==> config.mk <==
export PLATFORM = sky130hd
export DESIGN_NAME = sample_feeder
export DESIGN_NICKNAME = d
export VERILOG_FILES = /design/src/rtl/sample_feeder.sv
export SDC_FILE = /design/constraint.sdc
export NUM_CORES = 1
export LEC_CHECK = 0
export CAP_MARGIN = 30
export CORE_MARGIN = 2
export CORE_UTILIZATION = 35
export DETAILED_ROUTE_END_ITERATION = 6
export PLACE_DENSITY = 0.54
export REMOVE_ABC_BUFFERS = 1
export SLEW_MARGIN = 20
export SYNTH_ARGS = -nofsm -noshare
export SYNTH_HDL_FRONTEND = slang
export SYNTH_SLANG_ARGS = --single-unit
==> constraint.sdc <==
create_clock -name clk_i -period 13.62 [get_ports clk_i]
set_input_delay 2.724 -clock clk_i [delete_from_list [all_inputs] [get_ports clk_i]]
set_output_delay 2.724 -clock clk_i [all_outputs]
set_load 0.1 [all_outputs]
==> src/rtl/sample_feeder.sv <==
// Sample feeder: replays a block of IF samples from a synchronous RAM onto clk_sample/sample_valid/data, framed by feed_reset/feed_complete pulses.
// Latency: all outputs registered; feed_reset from the cycle after start, first sample PULSE_CYCLES+2 cycles later, one sample per 2*HALF_PERIOD cycles.
// Backpressure: none, the stream is free-running; abort drops to IDLE next cycle. Optional macro FEEDER_REPEAT_EN replays the block repeat_count extra times.
module sample_feeder #(
  parameter int INPUT_WIDTH  = 3,
  parameter int ADDR_WIDTH   = 14,
  parameter int HALF_PERIOD  = 4,
  parameter int PULSE_CYCLES = 4
) (
  input  logic                   clk_i,
  input  logic                   global_reset_n_i,
  input  logic                   start_i,
  input  logic                   abort_i,
  input  logic [ADDR_WIDTH:0]    num_samples_i,
  input  logic [7:0]             repeat_count_i,
  output logic                   mem_rd_o,
  output logic [ADDR_WIDTH-1:0]  mem_addr_o,
  input  logic [INPUT_WIDTH-1:0] mem_data_i,
  output logic                   clk_sample_o,
  output logic                   sample_valid_o,
  output logic                   feed_reset_o,
  output logic                   feed_complete_o,
  output logic [INPUT_WIDTH-1:0] data_o,
  output logic                   busy_o,
  output logic                   done_o
);

  typedef enum logic [2:0] {S_IDLE, S_RESET, S_PRIME, S_STREAM, S_COMPLETE} state_t;

  localparam logic [7:0]            PULSE_LAST = 8'(PULSE_CYCLES - 1);
  localparam logic [7:0]            HALF_LAST  = 8'(HALF_PERIOD - 1);
  localparam logic [ADDR_WIDTH:0]   SAMP_ONE   = (ADDR_WIDTH+1)'(1);
  localparam logic [ADDR_WIDTH-1:0] ADDR_ONE   = ADDR_WIDTH'(1);

  state_t                 state_q, state_d;
  logic [7:0]             phase_q, phase_d;
  logic [ADDR_WIDTH:0]    samp_q, samp_d;
  logic [ADDR_WIDTH:0]    nsamp_q, nsamp_d;
  logic [INPUT_WIDTH-1:0] prefetch_q, prefetch_d;
  logic                   rd_pend_q;

  logic                   mem_rd_q, mem_rd_d;
  logic [ADDR_WIDTH-1:0]  mem_addr_q, mem_addr_d;
  logic                   clk_sample_q, clk_sample_d;
  logic                   sample_valid_q, sample_valid_d;
  logic                   feed_reset_q, feed_reset_d;
  logic                   feed_complete_q, feed_complete_d;
  logic [INPUT_WIDTH-1:0] data_q, data_d;
  logic                   busy_q, busy_d;
  logic                   done_q, done_d;

  // Helpers shared between the states that launch a new sample period.
  logic                   new_sample;
  logic [ADDR_WIDTH:0]    new_samp;
  logic                   more_passes;
  logic                   go_complete;

`ifdef FEEDER_REPEAT_EN
  logic [7:0]             rep_q, rep_d;
  logic [7:0]             pass_q, pass_d;
  logic [7:0]             new_pass;
`else
  logic                   unused_repeat;
  assign unused_repeat = ^repeat_count_i;
`endif

  // Next-state and registered-output computation for the feed sequencer.
  always_comb begin
    state_d         = state_q;
    phase_d         = phase_q;
    samp_d          = samp_q;
    nsamp_d         = nsamp_q;
    prefetch_d      = rd_pend_q ? mem_data_i : prefetch_q;
    mem_rd_d        = 1'b0;
    mem_addr_d      = mem_addr_q;
    clk_sample_d    = 1'b0;
    sample_valid_d  = 1'b0;
    feed_reset_d    = 1'b0;
    feed_complete_d = 1'b0;
    data_d          = '0;
    busy_d          = 1'b0;
    done_d          = 1'b0;
    new_sample      = 1'b0;
    new_samp        = '0;
    more_passes     = 1'b0;
    go_complete     = 1'b0;
`ifdef FEEDER_REPEAT_EN
    rep_d           = rep_q;
    pass_d          = pass_q;
    new_pass        = pass_q;
`endif

    case (state_q)
      S_IDLE: begin
        if (start_i && !abort_i) begin
          state_d      = S_RESET;
          phase_d      = '0;
          samp_d       = '0;
          nsamp_d      = num_samples_i;
          mem_addr_d   = '0;
          feed_reset_d = 1'b1;
          busy_d       = 1'b1;
`ifdef FEEDER_REPEAT_EN
          rep_d        = repeat_count_i;
          pass_d       = '0;
`endif
        end
      end

      S_RESET: begin
        busy_d = 1'b1;
        if (phase_q == PULSE_LAST) begin
          phase_d = '0;
          if (nsamp_q == '0) begin
            state_d         = S_COMPLETE;
            feed_complete_d = 1'b1;
          end else begin
            state_d    = S_PRIME;
            mem_rd_d   = 1'b1;
            mem_addr_d = '0;
          end
        end else begin
          phase_d      = phase_q + 8'd1;
          feed_reset_d = 1'b1;
        end
      end

      S_PRIME: begin
        busy_d = 1'b1;
        if (phase_q == '0) begin
          phase_d = 8'd1;
        end else begin
          // Read data for address 0 is arriving now; prefetch_d forwards it.
          state_d    = S_STREAM;
          new_sample = 1'b1;
          new_samp   = '0;
        end
      end

      S_STREAM: begin
        busy_d         = 1'b1;
        sample_valid_d = 1'b1;
        data_d         = data_q;
        clk_sample_d   = clk_sample_q;
        if (phase_q != HALF_LAST) begin
          phase_d = phase_q + 8'd1;
        end else if (!clk_sample_q) begin
          phase_d      = '0;
          clk_sample_d = 1'b1;
        end else if (samp_q == nsamp_q - SAMP_ONE) begin
`ifdef FEEDER_REPEAT_EN
          if (pass_q < rep_q) begin
            new_pass   = pass_q + 8'd1;
            pass_d     = new_pass;
            new_sample = 1'b1;
            new_samp   = '0;
          end else begin
            go_complete = 1'b1;
          end
`else
          go_complete = 1'b1;
`endif
        end else begin
          new_sample = 1'b1;
          new_samp   = samp_q + SAMP_ONE;
        end
      end

      S_COMPLETE: begin
        if (phase_q == PULSE_LAST) begin
          state_d = S_IDLE;
          phase_d = '0;
          done_d  = 1'b1;
        end else begin
          phase_d         = phase_q + 8'd1;
          feed_complete_d = 1'b1;
          busy_d          = 1'b1;
        end
      end

      default: state_d = S_IDLE;
    endcase

`ifdef FEEDER_REPEAT_EN
    more_passes = (new_pass < rep_q);
`endif

    // Start of a sample's low phase: present the prefetched value and fetch the next one.
    if (new_sample) begin
      phase_d        = '0;
      samp_d         = new_samp;
      clk_sample_d   = 1'b0;
      sample_valid_d = 1'b1;
      data_d         = prefetch_d;
      if (new_samp + SAMP_ONE < nsamp_q) begin
        mem_rd_d   = 1'b1;
        mem_addr_d = mem_addr_q + ADDR_ONE;
      end else if (more_passes) begin
        // Next pass begins from address 0 without a gap in clk_sample.
        mem_rd_d   = 1'b1;
        mem_addr_d = '0;
      end
    end

    if (go_complete) begin
      state_d         = S_COMPLETE;
      phase_d         = '0;
      clk_sample_d    = 1'b0;
      sample_valid_d  = 1'b0;
      data_d          = '0;
      mem_addr_d      = '0;
      feed_complete_d = 1'b1;
    end

    // Abort overrides everything outside IDLE: silent return, no completion pulse.
    if (abort_i && (state_q != S_IDLE)) begin
      state_d         = S_IDLE;
      phase_d         = '0;
      mem_rd_d        = 1'b0;
      mem_addr_d      = '0;
      clk_sample_d    = 1'b0;
      sample_valid_d  = 1'b0;
      feed_reset_d    = 1'b0;
      feed_complete_d = 1'b0;
      data_d          = '0;
      busy_d          = 1'b0;
      done_d          = 1'b0;
    end
  end

  // State, counters and registered outputs; reset forces every output low at once.
  always_ff @(posedge clk_i or negedge global_reset_n_i) begin
    if (!global_reset_n_i) begin
      state_q         <= S_IDLE;
      phase_q         <= '0;
      samp_q          <= '0;
      nsamp_q         <= '0;
      prefetch_q      <= '0;
      rd_pend_q       <= 1'b0;
      mem_rd_q        <= 1'b0;
      mem_addr_q      <= '0;
      clk_sample_q    <= 1'b0;
      sample_valid_q  <= 1'b0;
      feed_reset_q    <= 1'b0;
      feed_complete_q <= 1'b0;
      data_q          <= '0;
      busy_q          <= 1'b0;
      done_q          <= 1'b0;
`ifdef FEEDER_REPEAT_EN
      rep_q           <= '0;
      pass_q          <= '0;
`endif
    end else begin
      state_q         <= state_d;
      phase_q         <= phase_d;
      samp_q          <= samp_d;
      nsamp_q         <= nsamp_d;
      prefetch_q      <= prefetch_d;
      rd_pend_q       <= mem_rd_q;
      mem_rd_q        <= mem_rd_d;
      mem_addr_q      <= mem_addr_d;
      clk_sample_q    <= clk_sample_d;
      sample_valid_q  <= sample_valid_d;
      feed_reset_q    <= feed_reset_d;
      feed_complete_q <= feed_complete_d;
      data_q          <= data_d;
      busy_q          <= busy_d;
      done_q          <= done_d;
`ifdef FEEDER_REPEAT_EN
      rep_q           <= rep_d;
      pass_q          <= pass_d;
`endif
    end
  end

  assign mem_rd_o        = mem_rd_q;
  assign mem_addr_o      = mem_addr_q;
  assign clk_sample_o    = clk_sample_q;
  assign sample_valid_o  = sample_valid_q;
  assign feed_reset_o    = feed_reset_q;
  assign feed_complete_o = feed_complete_q;
  assign data_o          = data_q;
  assign busy_o          = busy_q;
  assign done_o          = done_q;

endmodule

==> results.json <==
{
  "ctsResizeCount": 0,
  "crit_fanout": 17,
  "nets": 636,
  "yosys.area.top_type": "dfrtp_1",
  "crit_path_end_kind": "flip-flop",
  "cts_inserted_buffers": 9,
  "area_growth_pct": 16.82,
  "dp_hpwl_um": 8613,
  "min_period_ns": 5.939,
  "io_buffers": 45,
  "fp.dieW_um": 122.2,
  "insertion_delay_ns": 0.34,
  "yosysSeqAreaShare_pct": 35.29,
  "maxCapViolations": 0,
  "cts_tree": "done",
  "status": "finished clean",
  "postSynthAreaPerCell_sq_um": 8.801,
  "path_class": "reg -> reg",
  "grt-ovfl-total": 0,
  "place_area_sq_um": 5436,
  "cts.reportedPaths.clkPinSlew_ns": 0.05,
  "via_per_inst": 5.401,
  "core_area_sq_um": 13770,
  "hp-class": "reg -> reg",
  "cp_data_required_time_ns": 13.83,
  "clock_skew_ns": 0.006510,
  "maxSlewViolCount": 0,
  "fmaxAchievable_ghz": 0.1684,
  "postCtsSetupRepairBufs": 0,
  "rows": 43,
  "ctsHoldBuffers": 0,
  "synth_edf_count": 0,
  "die_height_um": 122.2,
  "startpoint_type": "flip-flop",
  "grt_start_max_net_pins": 70,
  "antenna_cells": 0,
  "fill_cells": 1418,
  "maxSlewHeadroom_pct": 34.23,
  "yosys.cell_types.count": 66,
  "setup_tns_ns": 0,
  "die-area_sq_um": 14940,
  "root_buffer": "clkbuf_16",
  "p_leak_uw": 0.002364,
  "synth_cells": 556,
  "h-tree-depth": 3,
  "min_period_over_period_pct": 43.61,
  "remaining_drc_errors": 0,
  "tightest_slew_ns": 0.9835,
  "crit_arrival_ns": 6.15,
  "synthTopCellsByArea": "dfrtp_1 35%, ha_1 5.1%, xnor2_1 4.7%, mux2_2 4.4%, nor2_1 3.8%",
  "yosysWarnings": 0,
  "synth_top_area_share_pct": 35.29,
  "first_iter_violations": 308,
  "totalWireLength_um": 11830,
  "routabilityCongestion": 0.8435,
  "antenna_found_initial": 0,
  "start_util_pct": 35.53,
  "r2r_slack_ns": 7.68,
  "hold_viol": 0,
  "cellPowerDensity_nw_per_um2": 153.4,
  "synth-seq-cells": 69,
  "grt_pass1_vias": 4068,
  "wl_per_cell_um": 15.36,
  "synthFlopType": "dfrtp_1",
  "final_antenna_net_count": 0,
  "cts_buffer_depth": 2,
  "vias": 4159,
  "synth_area_sq_um": 4893,
  "grt_pass1_wl_um": 19650,
  "track_usage_pct": 16.56,
  "cts.sinks": 69,
  "final_cell_area_sq_um": 5717,
  "async_reset_ff_share_pct": 100.0,
  "drtPass1Iterations": 4,
  "finalSetupViolations": 0,
  "ioPinCount": 54,
  "layout-drive-gt1-share_pct": 9.322,
  "rsz0062_at_grt": "false",
  "worst_ir_drop_vdd_mv": 0.06742
}
## flip-flops by register name (all words and copies together) (netlist names)
| signal | flops |
|---|---|
| busy_o | 1 |
| clk_sample_o | 1 |
| data_o | 3 |
| done_o | 1 |
| feed_complete_o | 1 |
| feed_reset_o | 1 |
| mem_addr_o | 14 |
| mem_rd_o | 1 |
| nsamp_q | 15 |
| phase_q | 8 |
| prefetch_q | 3 |
| rd_pend_q | 1 |
| samp_q | 15 |
| sample_valid_o | 1 |
| state_q | 3 |
## per-layer routing
metal	track usage (%)	up-vias	share of wire, %
met5	0	-	0
met4	6.106	0	1.5
met3	3.392	13	4.3
met2	28.13	90	49
met1	20.74	1997	46
li1	-	2059	-
## cell families (layout without fill, tap and decap cells)
family / count (synthesis) / after routing / share of synthesized area [%]
and+or+nand+nor: 238 / 238 / 25.57
xor gates and xnor gates: 42 / 42 / 7.517
muxes: 19 / 19 / 4.372
AOI/OAI and AO/OA: 116 / 116 / 17.39
adders and majority gates: 20 / 20 / 5.114
buffers and inverters: 52 / 86 / 4.756
DFF: 69 / 69 / 35.29
## worst max-delay path, stage by stage, from the launching register on
cell and delay, ns:
dfrtp_1 0.44, inv_1 0.11, ha_1 0.24, nor4b_4 0.36, xnor2_1 0.11, and4_1 0.21, or3_1 0.38, nand4_1 0.15
nand2_1 0.35, nor2_1 0.20, ha_1 0.22, nand2_1 0.09, or3_1 0.49, nor3_1 0.31, xor2_1 0.18, nor2_1 0.06
ha_1 0.34, nand4_1 0.11, a211o_1 0.28, o21ai_0 0.17, o2bb2ai_1 0.19, a21o_4 0.29, nor2_2 0.15, a221o_1 0.36
## synthesized netlist by cell type (5+ instances only)
library cell   n
nor4_1        10
a21oi_1       14
o21ai_1       14
nand2b_1       7
o21ai_0       20
and3_1         5
nor2_1        50
inv_1         22
o31ai_1        6
nand4_1        9
mux2_2        19
clkbuf_1      22
or3_1         10
dfrtp_1       69
and2_1        11
a211oi_1       5
or2_2          6
a221o_1       11
nor2b_1        7
a21o_1         8
nand2_1       49
xnor2_1       26
ha_1          20
nand3_1       24
xor2_1        16
nor3_1        25
## layout make-up
type / instances / area (sq um) / area share (%)
Inverter: 22 / 82.58 / 1.445
Clock buffer: 13 / 250.2 / 4.377
Timing Repair Buffer: 49 / 488.0 / 8.536
Multi-Input combinational cell: 435 / 2934 / 51.32
Tap cell: 180 / 225.2 / 3.940
Sequential cell: 69 / 1727 / 30.20
Clock inverter: 2 / 10.01 / 0.1751
## worst paths after layout
path | from | end | depth (start not counted)
setup / recovery | nsamp_q[0]$_DFFE_PN0P_ | mem_addr_o[13]$_DFF_PN0_ | 23
hold / removal | mem_rd_o$_DFF_PN0_ | rd_pend_q$_DFF_PN0_ | 0
setup reg to reg | nsamp_q[0]$_DFFE_PN0P_ | mem_addr_o[13]$_DFF_PN0_ | 23
hold reg to reg | mem_rd_o$_DFF_PN0_ | rd_pend_q$_DFF_PN0_ | 0
max in group asynchronous | global_reset_n_i | nsamp_q[12]$_DFFE_PN0P_ | 3
min in group asynchronous | global_reset_n_i | phase_q[1]$_DFFE_PN0P_ | 2
## through the flow
step / total power, uW / hold WS (ns) / utilization [%] / cells / setup slack (ns)
after floorplan: 565.3 / 0.4719 / - / 526 / 8.629
after global placement: 660.9 / 0.3598 / 39.47 / 754 / 7.816
after detailed placement: 670.3 / 0.3636 / 39.47 / 754 / 7.749
after CTS: 883.6 / 0.3755 / 41.36 / 769 / 7.710
after global routing: 934.9 / 0.3897 / 41.51 / 770 / 7.190
final: 876.9 / 0.3721 / 41.51 / 770 / 7.681
## power breakdown
group | leakage, uW | switching [uW] | total, uW | internal (uW)
clock | 0.000129 | 81.2 | 208 | 126
combinational | 0.00132 | 220 | 358 | 139
sequential | 0.000918 | 66.3 | 311 | 245
## cell usage in the layout, fill, tap and decap left out, drive strengths merged, types with 6 or more instances in the layout
| master | count |
|---|---|
| nor3 | 25 |
| nor4 | 11 |
| nand2b | 7 |
| or2 | 6 |
| mux2 | 19 |
| nand2 | 49 |
| xnor2 | 26 |
| and2 | 11 |
| or3 | 10 |
| o21ai | 34 |
| nor2b | 7 |
| nor2 | 53 |
| clkbuf | 13 |
| nand4 | 9 |
| a21o | 9 |
| dfrtp | 69 |
| xor2 | 16 |
| clkdlybuf4s50 | 44 |
| ha | 20 |
| o31ai | 6 |
| inv | 22 |
| a21oi | 15 |
| nand3 | 24 |
| a221o | 11 |
| and3 | 7 |
Power figures use the tool's default switching activity.
